==> src/rtl/isa_cycle_engine.sv <==
// isa_cycle_engine
// Runs one ISA bus cycle (8/16-bit, I/O or memory, read or write) per
// accepted start pulse: ALE -> SETUP -> STROBE -> HOLD -> DONE.
//
// Ports:
//   clk, reset          system clock, asynchronous active-low reset
//   start               one-cycle command request, only honoured in IDLE
//   address_in/data_in  command address and write data
//   control_in          [0] write, [1] memory, [2] 16-bit; [7:3] ignored
//   isa_sd_in           ISA data bus input (read data)
//   isa_iochrdy         ISA ready, low extends the strobe
//   isa_sa, isa_sd_out, isa_sd_oe, isa_bale, isa_*_n   ISA bus drive
//   busy, done, rd_data, timeout                        host-side status
//
// state  | meaning
// IDLE   | waiting for start, bus strobes inactive
// ALE    | BALE high for one cycle, address driven
// SETUP  | BALE low, address settling before the strobe
// STROBE | one strobe low, minimum width then IOCHRDY/timeout exit
// HOLD   | strobe released, address/write data still held
// DONE   | one-cycle completion pulse

module isa_cycle_engine #(
  parameter int SETUP_CYCLES   = 2,
  parameter int STROBE_CYCLES  = 8,
  parameter int HOLD_CYCLES    = 2,
  parameter int TIMEOUT_CYCLES = 256
) (
  input  logic        clk,
  input  logic        reset,
  input  logic        start,
  input  logic [15:0] address_in,
  input  logic [15:0] data_in,
  input  logic [7:0]  control_in,
  input  logic [15:0] isa_sd_in,
  input  logic        isa_iochrdy,
  output logic [15:0] isa_sa,
  output logic [15:0] isa_sd_out,
  output logic        isa_sd_oe,
  output logic        isa_bale,
  output logic        isa_ior_n,
  output logic        isa_iow_n,
  output logic        isa_memr_n,
  output logic        isa_memw_n,
  output logic        busy,
  output logic        done,
  output logic [15:0] rd_data,
  output logic        timeout
);

  localparam int STRB_MAX = STROBE_CYCLES + TIMEOUT_CYCLES;
  localparam int CNT_MAX  = (STRB_MAX > SETUP_CYCLES) ?
                            ((STRB_MAX > HOLD_CYCLES) ? STRB_MAX : HOLD_CYCLES) :
                            ((SETUP_CYCLES > HOLD_CYCLES) ? SETUP_CYCLES : HOLD_CYCLES);
  localparam int CW = $clog2(CNT_MAX + 1);

  typedef enum logic [2:0] {
    ST_IDLE, ST_ALE, ST_SETUP, ST_STROBE, ST_HOLD, ST_DONE
  } state_t;

  state_t      state_q, state_d;
  logic [CW-1:0] cnt_q, cnt_d;
  logic [2:0]  ctrl_q, ctrl_d;
  logic [15:0] sa_q, sa_d;
  logic [15:0] sd_out_q, sd_out_d;
  logic        oe_q, oe_d;
  logic        bale_q, bale_d;
  logic        ior_n_q, ior_n_d;
  logic        iow_n_q, iow_n_d;
  logic        memr_n_q, memr_n_d;
  logic        memw_n_q, memw_n_d;
  logic        busy_q, busy_d;
  logic        done_q, done_d;
  logic [15:0] rd_data_q, rd_data_d;
  logic        timeout_q, timeout_d;
  logic        strobe_exit;
  logic        strobe_on;

  logic ctrl_unused;
  assign ctrl_unused = ^control_in[7:3];

  always_comb begin
    state_d     = state_q;
    cnt_d       = cnt_q;
    ctrl_d      = ctrl_q;
    sa_d        = sa_q;
    sd_out_d    = sd_out_q;
    rd_data_d   = rd_data_q;
    timeout_d   = timeout_q;
    // Down-counter holds the cycles left in the strobe: at or below
    // TIMEOUT_CYCLES the minimum width is met, zero is the timeout limit.
    strobe_exit = ((cnt_q <= CW'(TIMEOUT_CYCLES)) && isa_iochrdy) ||
                  (cnt_q == '0);

    case (state_q)
      ST_IDLE: begin
        if (start) begin
          state_d   = ST_ALE;
          ctrl_d    = control_in[2:0];
          sa_d      = address_in;
          timeout_d = 1'b0;
          if (control_in[0]) begin
            // 8-bit writes mirror the byte onto both lanes.
            sd_out_d = control_in[2] ? data_in : {data_in[7:0], data_in[7:0]};
          end
        end
      end
      ST_ALE: begin
        state_d = ST_SETUP;
        cnt_d   = CW'(SETUP_CYCLES - 1);
      end
      ST_SETUP: begin
        if (cnt_q == '0) begin
          state_d = ST_STROBE;
          cnt_d   = CW'(STRB_MAX - 1);
        end else begin
          cnt_d = cnt_q - CW'(1);
        end
      end
      ST_STROBE: begin
        if (strobe_exit) begin
          state_d   = ST_HOLD;
          cnt_d     = CW'(HOLD_CYCLES - 1);
          timeout_d = ~isa_iochrdy;
          if (!ctrl_q[0]) begin
            rd_data_d = ctrl_q[2] ? isa_sd_in : {8'h00, isa_sd_in[7:0]};
          end
        end else begin
          cnt_d = cnt_q - CW'(1);
        end
      end
      ST_HOLD: begin
        if (cnt_q == '0) begin
          state_d = ST_DONE;
        end else begin
          cnt_d = cnt_q - CW'(1);
        end
      end
      ST_DONE: begin
        state_d = ST_IDLE;
      end
      default: begin
        state_d = ST_IDLE;
      end
    endcase

    // Bus outputs are decoded from the next state so they register in
    // step with the state they belong to.
    strobe_on = (state_d == ST_STROBE);
    bale_d    = (state_d == ST_ALE);
    oe_d      = ctrl_d[0] && ((state_d == ST_ALE) || (state_d == ST_SETUP) ||
                              (state_d == ST_STROBE) || (state_d == ST_HOLD));
    ior_n_d   = ~(strobe_on && (ctrl_d[1:0] == 2'b00));
    iow_n_d   = ~(strobe_on && (ctrl_d[1:0] == 2'b01));
    memr_n_d  = ~(strobe_on && (ctrl_d[1:0] == 2'b10));
    memw_n_d  = ~(strobe_on && (ctrl_d[1:0] == 2'b11));
    busy_d    = (state_d != ST_IDLE);
    done_d    = (state_d == ST_DONE);
  end

  always_ff @(posedge clk or negedge reset) begin
    if (!reset) begin
      state_q   <= ST_IDLE;
      cnt_q     <= '0;
      ctrl_q    <= '0;
      sa_q      <= '0;
      sd_out_q  <= '0;
      oe_q      <= 1'b0;
      bale_q    <= 1'b0;
      ior_n_q   <= 1'b1;
      iow_n_q   <= 1'b1;
      memr_n_q  <= 1'b1;
      memw_n_q  <= 1'b1;
      busy_q    <= 1'b0;
      done_q    <= 1'b0;
      rd_data_q <= '0;
      timeout_q <= 1'b0;
    end else begin
      state_q   <= state_d;
      cnt_q     <= cnt_d;
      ctrl_q    <= ctrl_d;
      sa_q      <= sa_d;
      sd_out_q  <= sd_out_d;
      oe_q      <= oe_d;
      bale_q    <= bale_d;
      ior_n_q   <= ior_n_d;
      iow_n_q   <= iow_n_d;
      memr_n_q  <= memr_n_d;
      memw_n_q  <= memw_n_d;
      busy_q    <= busy_d;
      done_q    <= done_d;
      rd_data_q <= rd_data_d;
      timeout_q <= timeout_d;
    end
  end

  assign isa_sa     = sa_q;
  assign isa_sd_out = sd_out_q;
  assign isa_sd_oe  = oe_q;
  assign isa_bale   = bale_q;
  assign isa_ior_n  = ior_n_q;
  assign isa_iow_n  = iow_n_q;
  assign isa_memr_n = memr_n_q;
  assign isa_memw_n = memw_n_q;
  assign busy       = busy_q;
  assign done       = done_q;
  assign rd_data    = rd_data_q;
  assign timeout    = timeout_q;

endmodule

==> config.mk <==
export PLATFORM = sky130hd
export DESIGN_NAME = isa_cycle_engine
export DESIGN_NICKNAME = d
export VERILOG_FILES = /design/src/rtl/isa_cycle_engine.sv
export SDC_FILE = /design/constraint.sdc
export NUM_CORES = 1
export LEC_CHECK = 0
export CORE_AREA = 2 2 56 111
export DETAILED_ROUTE_END_ITERATION = 6
export DIE_AREA = 0 0 58 113
export DONT_BUFFER_PORTS = 1
export GPL_TIMING_DRIVEN = 1
export PLACE_DENSITY = 0.74
export RECOVER_POWER = 100
export SYNTH_ARGS = -nofsm -noshare
export SYNTH_HDL_FRONTEND = slang
export SYNTH_SLANG_ARGS = --single-unit
==> constraint.sdc <==
create_clock -name clk -period 2.25 [get_ports clk]
set_input_delay 0.1125 -clock clk [delete_from_list [all_inputs] [get_ports clk]]
set_output_delay 0.1125 -clock clk [all_outputs]
set_load 0.01 [all_outputs]
==> run summary <==
The tools report the total half-perimeter wirelength after legalization and detailed placement as 5.57 mm. The die is 58 um wide. The portion of total power attributed to the clock network is 0.249. After floorplanning, the core was sized to cover 5660 um2. The logs give 0 for the initial antenna violation count and 4450 um2 for the final cell area excluding filler cells. The tools report the count of warnings emitted by yosys as 0.

The critical path in this run is classified as register to register. The number of port buffers was 0. The detailed-route wire length per cell works out to 21.4 um. The total count of hold-check failures in the final report is 0, and the count of final max-slew check failures is 0.

In this run the remaining antenna-violating nets after routing total 0. Total track usage: 0.286. The die covers 6550 um2. Setup violations remaining at the end of the flow were counted as 0. The tools report the final sum of negative setup slack as 0 ps. The number of distinct library cell variants in the gate-level netlist after synthesis is 61. Leakage power: 1.91 nW.

The run gives 72 as the number of clock sinks seen by CTS. Worst-path maximum fanout: 6. The initial cell density of the core was 0.592; the switching part of the total was 0.374. The share of layout cells above drive strength 1 was 0.251; the final routed wirelength across all metal layers was 8.73 mm. The first global-routing pass estimated 14.0 mm of wire. The final period utilization was 0.933; the sequential-to-total area share from yosys stat was 0.539.

Worst hold path class: input port to register. The flow ran to the end, and the final reports show no timing, DRC or antenna violations. Synthesized area per cell: 12.3 um2.

For the initial detailed-routing violation count, the log shows 131. The commonest cells after synthesis are sky130_fd_sc_hd__dfrtp_1 (68), sky130_fd_sc_hd__mux2_2 (33), sky130_fd_sc_hd__inv_1 (13), sky130_fd_sc_hd__nand2_1 (13), sky130_fd_sc_hd__o21ai_0 (11). Most used flip-flop cell after synthesis: sky130_fd_sc_hd__dfrtp_1. The number of rows in the core area came out at 39.

The run gives 0 as the number of max-cap violations. The minimum clock period after layout is 2100 ps, and the count of flip-flops with a built-in enable after synthesis is 0. The power density over the cells works out to 1470 nW/um2.

Total placed cells including tap cells: 340. The clock latency at the later pin of the worst-skew pair is 330 ps. For the worst clock skew, the log shows 5.67 ps. The nature of the critical path endpoint is a register. Instance area after placement: 3550 um2.

TritonCTS built the clock tree. After the flow finishes, the layout carries non-filler instances totaling 408. From synthesis to final layout, the design area changed by 32.6%.

The part of the power in combinational logic is 0.351. Summed over all instances, the cell type with the most area after synthesis is sky130_fd_sc_hd__dfrtp_1. The run gives 9 as the total CTS buffers. Setup repair after global routing left no endpoint under its margin.

For this run the aggregate overflow at the end of global routing stands at 0. For the worst setup path, the data arrival time is 2320 ps. The final layout contains 403 nets. The maximum ir drop on the vdd rail was 0.00159 V.

Clock tree synthesis selected as its root buffer the cell sky130_fd_sc_hd__clkbuf_16. Data on the critical path is required at its endpoint by 2470 ps. At the pin with the least slew margin, the transition time is 639 ps.

Largest net degree at the start of global routing: 73. The worst slew margin relative to its limit came out at 0.574. The final weighted congestion of routability-driven global placement came out at 0.929. After synthesis the netlist holds a flip-flop and latch count of 72. The H-tree was split into 3 levels.

Summed over all nets, the switching power comes to 2.44 mW. The logs give 0 for the number of diodes and 0 for the number of post-CTS setup repair buffers. The number of vias per cell was 6.31. The synthesized netlist occupies a cell area of 3350 um2.

The internal power of the cells totals 4.09 mW. The async set or reset register ratio after synthesis came out at 1.00. The tools report the maximum clock rate as 476 MHz. The total number of vias came out at 2576.

The dominant cell by count in the synthesized netlist is sky130_fd_sc_hd__dfrtp_1. The share of the synthesized area in the top cell type works out to 0.507. For the total power after layout, the log shows 6.53 mW. Sorting the synthesized cells by area gives the leading types as sky130_fd_sc_hd__dfrtp_1 (51%), sky130_fd_sc_hd__mux2_2 (11%), sky130_fd_sc_hd__dfstp_2 (3.1%).

In the routed design, unresolved DRC markers number 0. The first detailed-routing pass ran for 4 iterations. The maximum buffer depth of the clock tree is 2, and the cell count after synthesis is 272.

The floorplan step set the die height to 113 um. Clock-pin slew was measured on the worst setup and hold paths at 50 ps. Pin placement for this block handled 117 I/O pins.

The number of nets handed over by synthesis was 333. The worst setup path is launched from a register. The tools report the sequential fraction of design power as 0.400. For the via count of the first global-routing pass, the log shows 2802.
==> what timing repair did <==
action                     CTS  global route
hold endpoints to repair   120             1
setup endpoints to repair    0            19
gates resized for setup      0             8
hold buffers                51             1
==> power by group through the flow <==
stage                     clock, mW  combinational [mW]  sequential, mW
after global routing           1.71                2.51            2.67
final                          1.63                2.29            2.61
after CTS                      1.64                2.20            2.60
after floorplan                   0                1.58            2.44
after global placement            0                2.03            2.60
after detailed placement          0                2.09            2.61
==> worst max-delay path: stages (launching register included) <==
cell	delay [ps]
sky130_fd_sc_hd__dfrtp_1	410
sky130_fd_sc_hd__inv_1	110
sky130_fd_sc_hd__ha_2	230
sky130_fd_sc_hd__or4b_4	510
sky130_fd_sc_hd__o21ai_4	220
sky130_fd_sc_hd__buf_4	160
sky130_fd_sc_hd__o21ai_0	110
sky130_fd_sc_hd__a32o_1	240
==> final timing paths <==
kind                                   end         from  depth (start not counted)  slack (ps)
worst max-delay path              cnt_q[1]     cnt_q[0]                          7         150
worst min-delay path               timeout  isa_iochrdy                          2          10
worst max register to register    cnt_q[1]     cnt_q[0]                          7         150
worst min register to register   ctrl_q[2]    ctrl_q[2]                          1         510
max in group asynchronous       isa_memw_n        reset                          2        1630
min in group asynchronous       rd_data[3]        reset                          2         320
==> registers in the layout (all words and copies together) (netlist names) <==
register,flops
rd_data,16
cnt_q,9
isa_iow_n,1
state_q,3
isa_ior_n,1
ctrl_q,3
busy,1
done,1
isa_memr_n,1
isa_bale,1
isa_sa,16
timeout,1
isa_sd_oe,1
isa_memw_n,1
isa_sd_out,16
==> placed cells by master, fill, tap and decap left out, drive strengths merged, types with 3 or more instances in the layout <==
master	netlist	routed
mux2	33	33
nand2	13	13
o211ai	3	3
a211oi	5	5
dfrtp	68	68
buf	5	17
nor4	4	4
nand2b	5	5
bufinv	0	3
nor2	7	7
o21a	3	3
nand4	6	6
mux2i	10	10
a22o	8	8
a21oi	8	8
o21ai	12	12
dlygate4sd3	0	51
dfstp	4	4
nor3	9	9
or3	3	3
inv	13	13
and3b	3	3
clkbuf	9	16
==> metrics by stage <==
step	util	hold WS (ps)	worst slack (ps)
CTS	0.781	2.67	18.4
global placement	0.626	-181	77.1
detailed placement	0.626	-181	29.6
floorplan	-	-183	182
finish	0.786	11.2	150
global route	0.786	21.8	30.5
==> metal layers <==
layer	wire, um	GRT usage
met4	374	0.144
met5	0	0
met1	2840	0.292
met3	454	0.0800
met2	5070	0.512
==> logic make-up (layout without fill, tap and decap cells) <==
family / after synthesis / after routing / share of synthesized area
AO/OA/AOI/OAI: 64 / 64 / 0.155
buffers and inverters: 27 / 102 / 0.0332
AND/OR/NAND/NOR: 64 / 64 / 0.126
flip-flops: 72 / 72 / 0.539
XOR/XNOR: 1 / 1 / 0.00261
multiplexers: 43 / 43 / 0.141
adder cells (fa/ha/maj): 1 / 1 / 0.00373
==> area by class of cell <==
cell class	count	area, um2
fillers	328	1210
repair buffers	73	696
clock buffers	11	243
well taps	61	76.3
inverters	13	48.8
clock inverters	5	104
multi-input cells	173	1470
flip-flops and latches	72	1810
Power figures use the tool's default switching activity.
